**src/rtl/clk_enable_nco_pkg.sv**
```systemverilog
// Shared definitions for the clk_enable_nco clock-enable generator.
//   nco_state_t : settle/run state of the lock FSM
//   ACC_W_DEF   : default phase accumulator width
//   calc_inc()  : elaboration-time helper turning a reference/output frequency
//                 pair into a phase increment for an acc_w-bit accumulator
package clk_enable_nco_pkg;

    typedef enum logic {
        SETTLE = 1'b0,
        RUN    = 1'b1
    } nco_state_t;

    localparam int ACC_W_DEF = 32;

    // inc = round(f_out * 2^acc_w / f_ref). The real-to-integer cast rounds to
    // nearest, which is the rounding we want here.
    function automatic longint unsigned calc_inc(input real f_ref_hz,
                                                 input real f_out_hz,
                                                 input int  acc_w);
        real scaled;
        scaled = f_out_hz * (2.0 ** acc_w) / f_ref_hz;
        return longint'(scaled);
    endfunction

endpackage

```
**src/rtl/clk_enable_nco_channel.sv**
```systemverilog
// One phase-accumulator channel of the clock-enable generator.
// Ports:
//   clk     : fabric clock (rising edge)
//   clr     : synchronous clear of accumulator, enable pulse and divided strobe
//   en      : advance the accumulator by inc this edge
//   inc     : phase increment
//   ce      : one-cycle enable, registered carry of the accumulator add
//   clk_div : toggles on every ce (half the ce rate, 50% duty)
module nco_channel
    import clk_enable_nco_pkg::*;
#(
    parameter int ACC_W = ACC_W_DEF
) (
    input  logic             clk,
    input  logic             clr,
    input  logic             en,
    input  logic [ACC_W-1:0] inc,
    output logic             ce,
    output logic             clk_div
);

    logic [ACC_W-1:0] acc_p0;
    logic [ACC_W:0]   sum_p0;
    logic             carry_p1;
    logic             div_p1;

    assign sum_p0 = {1'b0, acc_p0} + {1'b0, inc};

    // stage p0 -> p1: accumulate, register carry as the enable pulse
    always_ff @(posedge clk) begin
        if (clr) begin
            acc_p0   <= '0;
            carry_p1 <= 1'b0;
            div_p1   <= 1'b0;
        end else if (en) begin
            acc_p0   <= sum_p0[ACC_W-1:0];
            carry_p1 <= sum_p0[ACC_W];
            if (sum_p0[ACC_W]) begin
                div_p1 <= ~div_p1;
            end
        end else begin
            carry_p1 <= 1'b0;
        end
    end

    assign ce      = carry_p1;
    assign clk_div = div_p1;

endmodule

```
**src/rtl/clk_enable_nco.sv**
```systemverilog
// Multi-channel fractional clock-enable generator with PLL-like lock output.
// Each channel runs a phase accumulator; its overflow gives a one-cycle ce
// pulse and toggles a 50%-duty clk_div. Increments are written into shadow
// registers through a valid/ready port and applied to all channels at once by
// cfg_commit, which also re-aligns every phase and re-runs the settle period.
// Ports:
//   refclk     : sole clock, rising edge
//   rst_n      : synchronous active-low reset
//   cfg_valid  : config write request
//   cfg_ready  : config port can accept (high only while locked)
//   cfg_chan   : target channel of the write
//   cfg_inc    : new increment, lands in the shadow register
//   cfg_commit : apply all shadows and restart phases (ignored while settling)
//   cfg_err    : one-cycle pulse after a write to a channel >= NUM_CH
//   ce         : per-channel one-cycle enable pulses
//   clk_div    : per-channel divided strobes, toggling on each ce
//   locked     : outputs valid and phase-aligned
module clk_enable_nco
    import clk_enable_nco_pkg::*;
#(
    parameter int                      NUM_CH      = 2,
    parameter int                      ACC_W       = ACC_W_DEF,
    parameter int                      LOCK_CYCLES = 16,
    parameter logic [NUM_CH*ACC_W-1:0] INC_INIT    = {NUM_CH{32'd614961148}},
    localparam int                     CH_W        = (NUM_CH > 1) ? $clog2(NUM_CH) : 1
) (
    input  logic              refclk,
    input  logic              rst_n,
    input  logic              cfg_valid,
    output logic              cfg_ready,
    input  logic [CH_W-1:0]   cfg_chan,
    input  logic [ACC_W-1:0]  cfg_inc,
    input  logic              cfg_commit,
    output logic              cfg_err,
    output logic [NUM_CH-1:0] ce,
    output logic [NUM_CH-1:0] clk_div,
    output logic              locked
);

    localparam int                CNT_W    = $clog2(LOCK_CYCLES + 1);
    localparam logic [CNT_W-1:0]  CNT_LAST = CNT_W'(LOCK_CYCLES - 1);

    nco_state_t       state;
    logic [CNT_W-1:0] settle_cnt;
    logic [ACC_W-1:0] shadow     [NUM_CH];
    logic [ACC_W-1:0] shadow_nxt [NUM_CH];
    logic [ACC_W-1:0] active     [NUM_CH];
    logic             wr_fire;
    logic             chan_ok;
    logic             commit_fire;
    logic             ch_en;
    logic             ch_clr;

    assign wr_fire     = cfg_valid && cfg_ready;
    assign chan_ok     = (int'(cfg_chan) < NUM_CH);
    assign commit_fire = cfg_commit && (state == RUN);

    // Channels only accumulate in RUN; a commit clears them on the same edge
    // so the next settle starts from acc = 0 on every channel.
    assign ch_en  = (state == RUN) && !commit_fire;
    assign ch_clr = !rst_n || !ch_en;

    // A write on the commit edge is folded in first so the commit applies it.
    always_comb begin
        shadow_nxt = shadow;
        for (int c = 0; c < NUM_CH; c++) begin
            if (wr_fire && chan_ok && (cfg_chan == CH_W'(c))) begin
                shadow_nxt[c] = cfg_inc;
            end
        end
    end

    always_ff @(posedge refclk) begin
        if (!rst_n) begin
            state      <= SETTLE;
            settle_cnt <= '0;
            locked     <= 1'b0;
            cfg_ready  <= 1'b0;
            cfg_err    <= 1'b0;
            for (int c = 0; c < NUM_CH; c++) begin
                shadow[c] <= INC_INIT[c*ACC_W +: ACC_W];
                active[c] <= INC_INIT[c*ACC_W +: ACC_W];
            end
        end else begin
            shadow  <= shadow_nxt;
            cfg_err <= wr_fire && !chan_ok;
            case (state)
                SETTLE: begin
                    if (settle_cnt == CNT_LAST) begin
                        state      <= RUN;
                        settle_cnt <= '0;
                        locked     <= 1'b1;
                        cfg_ready  <= 1'b1;
                    end else begin
                        settle_cnt <= settle_cnt + 1'b1;
                    end
                end
                RUN: begin
                    if (cfg_commit) begin
                        active     <= shadow_nxt;
                        state      <= SETTLE;
                        settle_cnt <= '0;
                        locked     <= 1'b0;
                        cfg_ready  <= 1'b0;
                    end
                end
                default: begin
                    state <= SETTLE;
                end
            endcase
        end
    end

    for (genvar c = 0; c < NUM_CH; c++) begin : g_ch
        nco_channel #(
            .ACC_W (ACC_W)
        ) u_ch (
            .clk     (refclk),
            .clr     (ch_clr),
            .en      (ch_en),
            .inc     (active[c]),
            .ce      (ce[c]),
            .clk_div (clk_div[c])
        );
    end

endmodule

```
**config.mk**
```make
export PLATFORM = sky130hd
export DESIGN_NAME = clk_enable_nco
export DESIGN_NICKNAME = d
export VERILOG_FILES = /design/src/rtl/clk_enable_nco_pkg.sv /design/src/rtl/clk_enable_nco_channel.sv /design/src/rtl/clk_enable_nco.sv
export SDC_FILE = /design/constraint.sdc
export NUM_CORES = 1
export LEC_CHECK = 0
export ABC_AREA = 1
export CAP_MARGIN = 5
export CORE_MARGIN = 2
export CORE_UTILIZATION = 60
export DETAILED_ROUTE_END_ITERATION = 16
export PLACE_DENSITY = 0.78
export SLEW_MARGIN = 20
export SYNTH_ARGS = -nofsm -noshare
export SYNTH_HDL_FRONTEND = slang
export SYNTH_HIERARCHICAL = 1
export SYNTH_SLANG_ARGS = --single-unit
```
**constraint.sdc**
```tcl
create_clock -name refclk -period 2 [get_ports refclk]
set_input_delay 0.5 -clock refclk [delete_from_list [all_inputs] [get_ports refclk]]
set_output_delay 0.5 -clock refclk [all_outputs]
set_load 0.02 [all_outputs]
```
==> qor.yml <==
global_routing:
  grtUsageTotal: 0.3000
  antenna_found_initial: 0
  grt_max_degree: 43
  use_met2: 0.5245
  grt_pass1_vias: 11090
  grt_use_met3: 0.03902
  gr-max-usage-layer: "met2"
  met1_usage: 0.3787
  grt_pass1_wl_um: 53740
  grt-ovfl-total: 0
detailed_routing:
  wl_per_cell_um: 13.82
  via_per_inst: 4.989
  first_pass_iters: 6
  drt_iter0_markers: 682
  drcViolationCount: 0
  wl_um: 33800
  drtAntennaViolNets: 0
  via_count: 12200
sta:
  setup_viol: 0
  finalCritPeriodShare: 0.9814
  fin_crit_ps: 1963
  skew_ps: 20.68
  fin_tns_setup_ps: 0
  clock.fmax_ghz: 0.5095
  slew_viol_final: 0
  hold-worst-slack_ps: 283.8
  finalHoldViolCount: 0
  rsz0062_at_grt: "yes"
worst_setup_path:
  crit_fanout: 3
  path_depth: 12
  r2r_cells: 12
  cp_num_buf_inv: 1
  critical_path_class: "register to register"
  crit_chain: "ha_4 > fa_2 > nand3_2 > nand3_4 > nand3_2 > nand3b_1 > nand2_1 > nand2_1 > nand2_1 > nand3_1 > nand2_1 > inv_1"
  worstSetupStartpointType: "register"
  critPathTopFamily: "simple AND/OR/NAND/NOR gates"
  slowest_delay_ps: 430
  path_common_cell: "nand2_1"
  arrival_ps: 2380
  critPathSlowestCell: "fa_2"
  critPathRequiredTime_ps: 2420
  critPathCaptureType: "register"
logic_synthesis:
  seq_area_frac_synth: 0.3191
  ys_warn_count: 6
  synth_area_mm2: 0.01273
  synth_fp_nets: 2206
  synth_edf_count: 0
  synthCells: 2102
  synthArstFlopShare: 0
  ys_types: 38
  syn_area_per_cell_um2: 6.058
  synth-main-ff-cell: "dfxtp_1"
  ys_ff_latch: 203
cells_and_area:
  stdcell_area_mm2: 0.01472
  drive_gt1_frac: 0.09489
  fin_nets: 2258
  diodes: 0
  num-fill-cells: 1896
  syn_to_final_growth_pct: 15.56
  multiInputGateArea_mm2: 0.007149
  regArea_mm2: 0.004070
clocking:
  clk_latency_ps: 530
  hold_buffers: 0
  path_clk_slew_ps: 60
  cts_buffers: 23
  clockBufferDepth: 3
  cts_tree: "done"
  cts_root_buf: "clkbuf_16"
  cts.sinks: 203
  htreeDepth: 1
power:
  p_leak_nw: 8.147
  peakVddDrop_mv: 0.8651
  powerDensity_mw_per_mm2: 582.3
  finalPower_mw: 8.570
floorplanning:
  fp.dieH_um: 149.7
  die_w_um: 149.7
  rows: 53
  ios: 44
  placeableCoreArea_mm2: 0.02096
  start_util: 0.6077
  die_area_mm2: 0.02241
placement:
  gp_congestion: 0.9520
  placed_cell_area_mm2: 0.01363
  port_buffers: 42
  dp_hpwl_um: 25420
outcome:
  status: "finished, final reports clean"
worst_hold_path:
  holdPathStages: 2
  holdCritPathClass: "input port to register"
run:
  max-cap-violations: 0
synthesized netlist by cell type, types with 11 or more instances:
master	number	area, um2
a21oi_1	45	225.2
buf_2	11	55.05
clkbuf_1	29	108.9
dfxtp_1	203	4064
ha_1	65	813.3
inv_1	391	1468
nand2_1	686	2575
nand2_2	18	112.6
nand3_1	120	600.6
nor2_1	293	1100
o21ai_0	45	225.2
o21ai_1	45	225.2
o21ai_2	14	122.6
or2_1	30	187.7
xor2_1	27	236.5
cell type report:
class | instances | area share
multi-input cells | 1443 | 0.4858
flip-flops and latches | 203 | 0.2766
inverters | 394 | 0.1005
repair buffers | 89 | 0.06062
clock buffers | 32 | 0.04413
well taps | 275 | 0.02338
clock inverters | 10 | 0.009012
worst paths after layout:
kind	start	endpoint	slack (ps)
setup reg to reg	g_ch[1].u_ch/acc_p0[0]	g_ch[1].u_ch/acc_p0[28]	40
hold / removal	rst_n	active[36]	280
hold reg to reg	settle_cnt[4]	settle_cnt[4]	470
setup / recovery	g_ch[1].u_ch/acc_p0[0]	g_ch[1].u_ch/acc_p0[28]	40
sequential cells by signal (all words and copies together), names as in the netlist:
signal             flops
g_ch.u_ch/ce           2
settle_cnt             5
state                  1
g_ch.u_ch/acc_p0      64
g_ch.u_ch/clk_div      2
locked                 1
shadow                64
active                64
what timing repair did:
action	4_1_cts	5_1_grt
endpoints found under the setup margin	6	32
resized for setup	6	67
buffers inserted	0	1
pin swaps	2	15
power breakdown:
| part | switching [mW] | total (mW) | leakage, nW | internal, mW |
|---|---|---|---|---|
| clock | 1.78 | 4.34 | 0.381 | 2.56 |
| combinational | 0.0979 | 0.177 | 6.13 | 0.0786 |
| sequential | 0.00571 | 4.05 | 1.64 | 4.05 |
| total | 1.88 | 8.57 | 8.15 | 6.69 |
metrics by stage:
step / setup slack (ps) / std cells / util
after floorplan: 196.8 / 2102 / -
after global placement: 7.284 / 2403 / 0.6505
after detailed placement: -3.874 / 2403 / 0.6505
after CTS: 6.287 / 2445 / 0.6879
after global routing: -31.17 / 2446 / 0.7023
final: 37.23 / 2446 / 0.7023
placed cells by master, fill, tap and decap left out, types with 9 or more instances in the layout:
cell type,instances
dfxtp_1,198
buf_4,36
o21ai_0,45
nand3_2,13
buf_12,10
nand2_2,37
o21ai_1,45
inv_1,390
nor2_2,11
clkdlybuf4s50_1,37
xor2_1,27
nand2_1,665
nand3_1,110
ha_1,52
ha_4,9
o21ai_2,14
a21oi_1,38
clkbuf_16,23
nor2_1,288
or2_1,30
kinds of logic after synthesis:
logic type | synth area share
xor+xnor | 0.02063
other cells | 0.0002945
flops | 0.3191
fa+ha+maj | 0.06701
compound gates | 0.06740
simple gates | 0.3824
buf+inv | 0.1432
routing by layer:
| metal | share of wire | vias to the layer above |
|---|---|---|
| met4 | 0.036 | 0 |
| met3 | 0.053 | 69 |
| li1 | - | 6420 |
| met5 | 0 | - |
| met2 | 0.47 | 250 |
| met1 | 0.44 | 5463 |
Power figures use the tool's default switching activity.
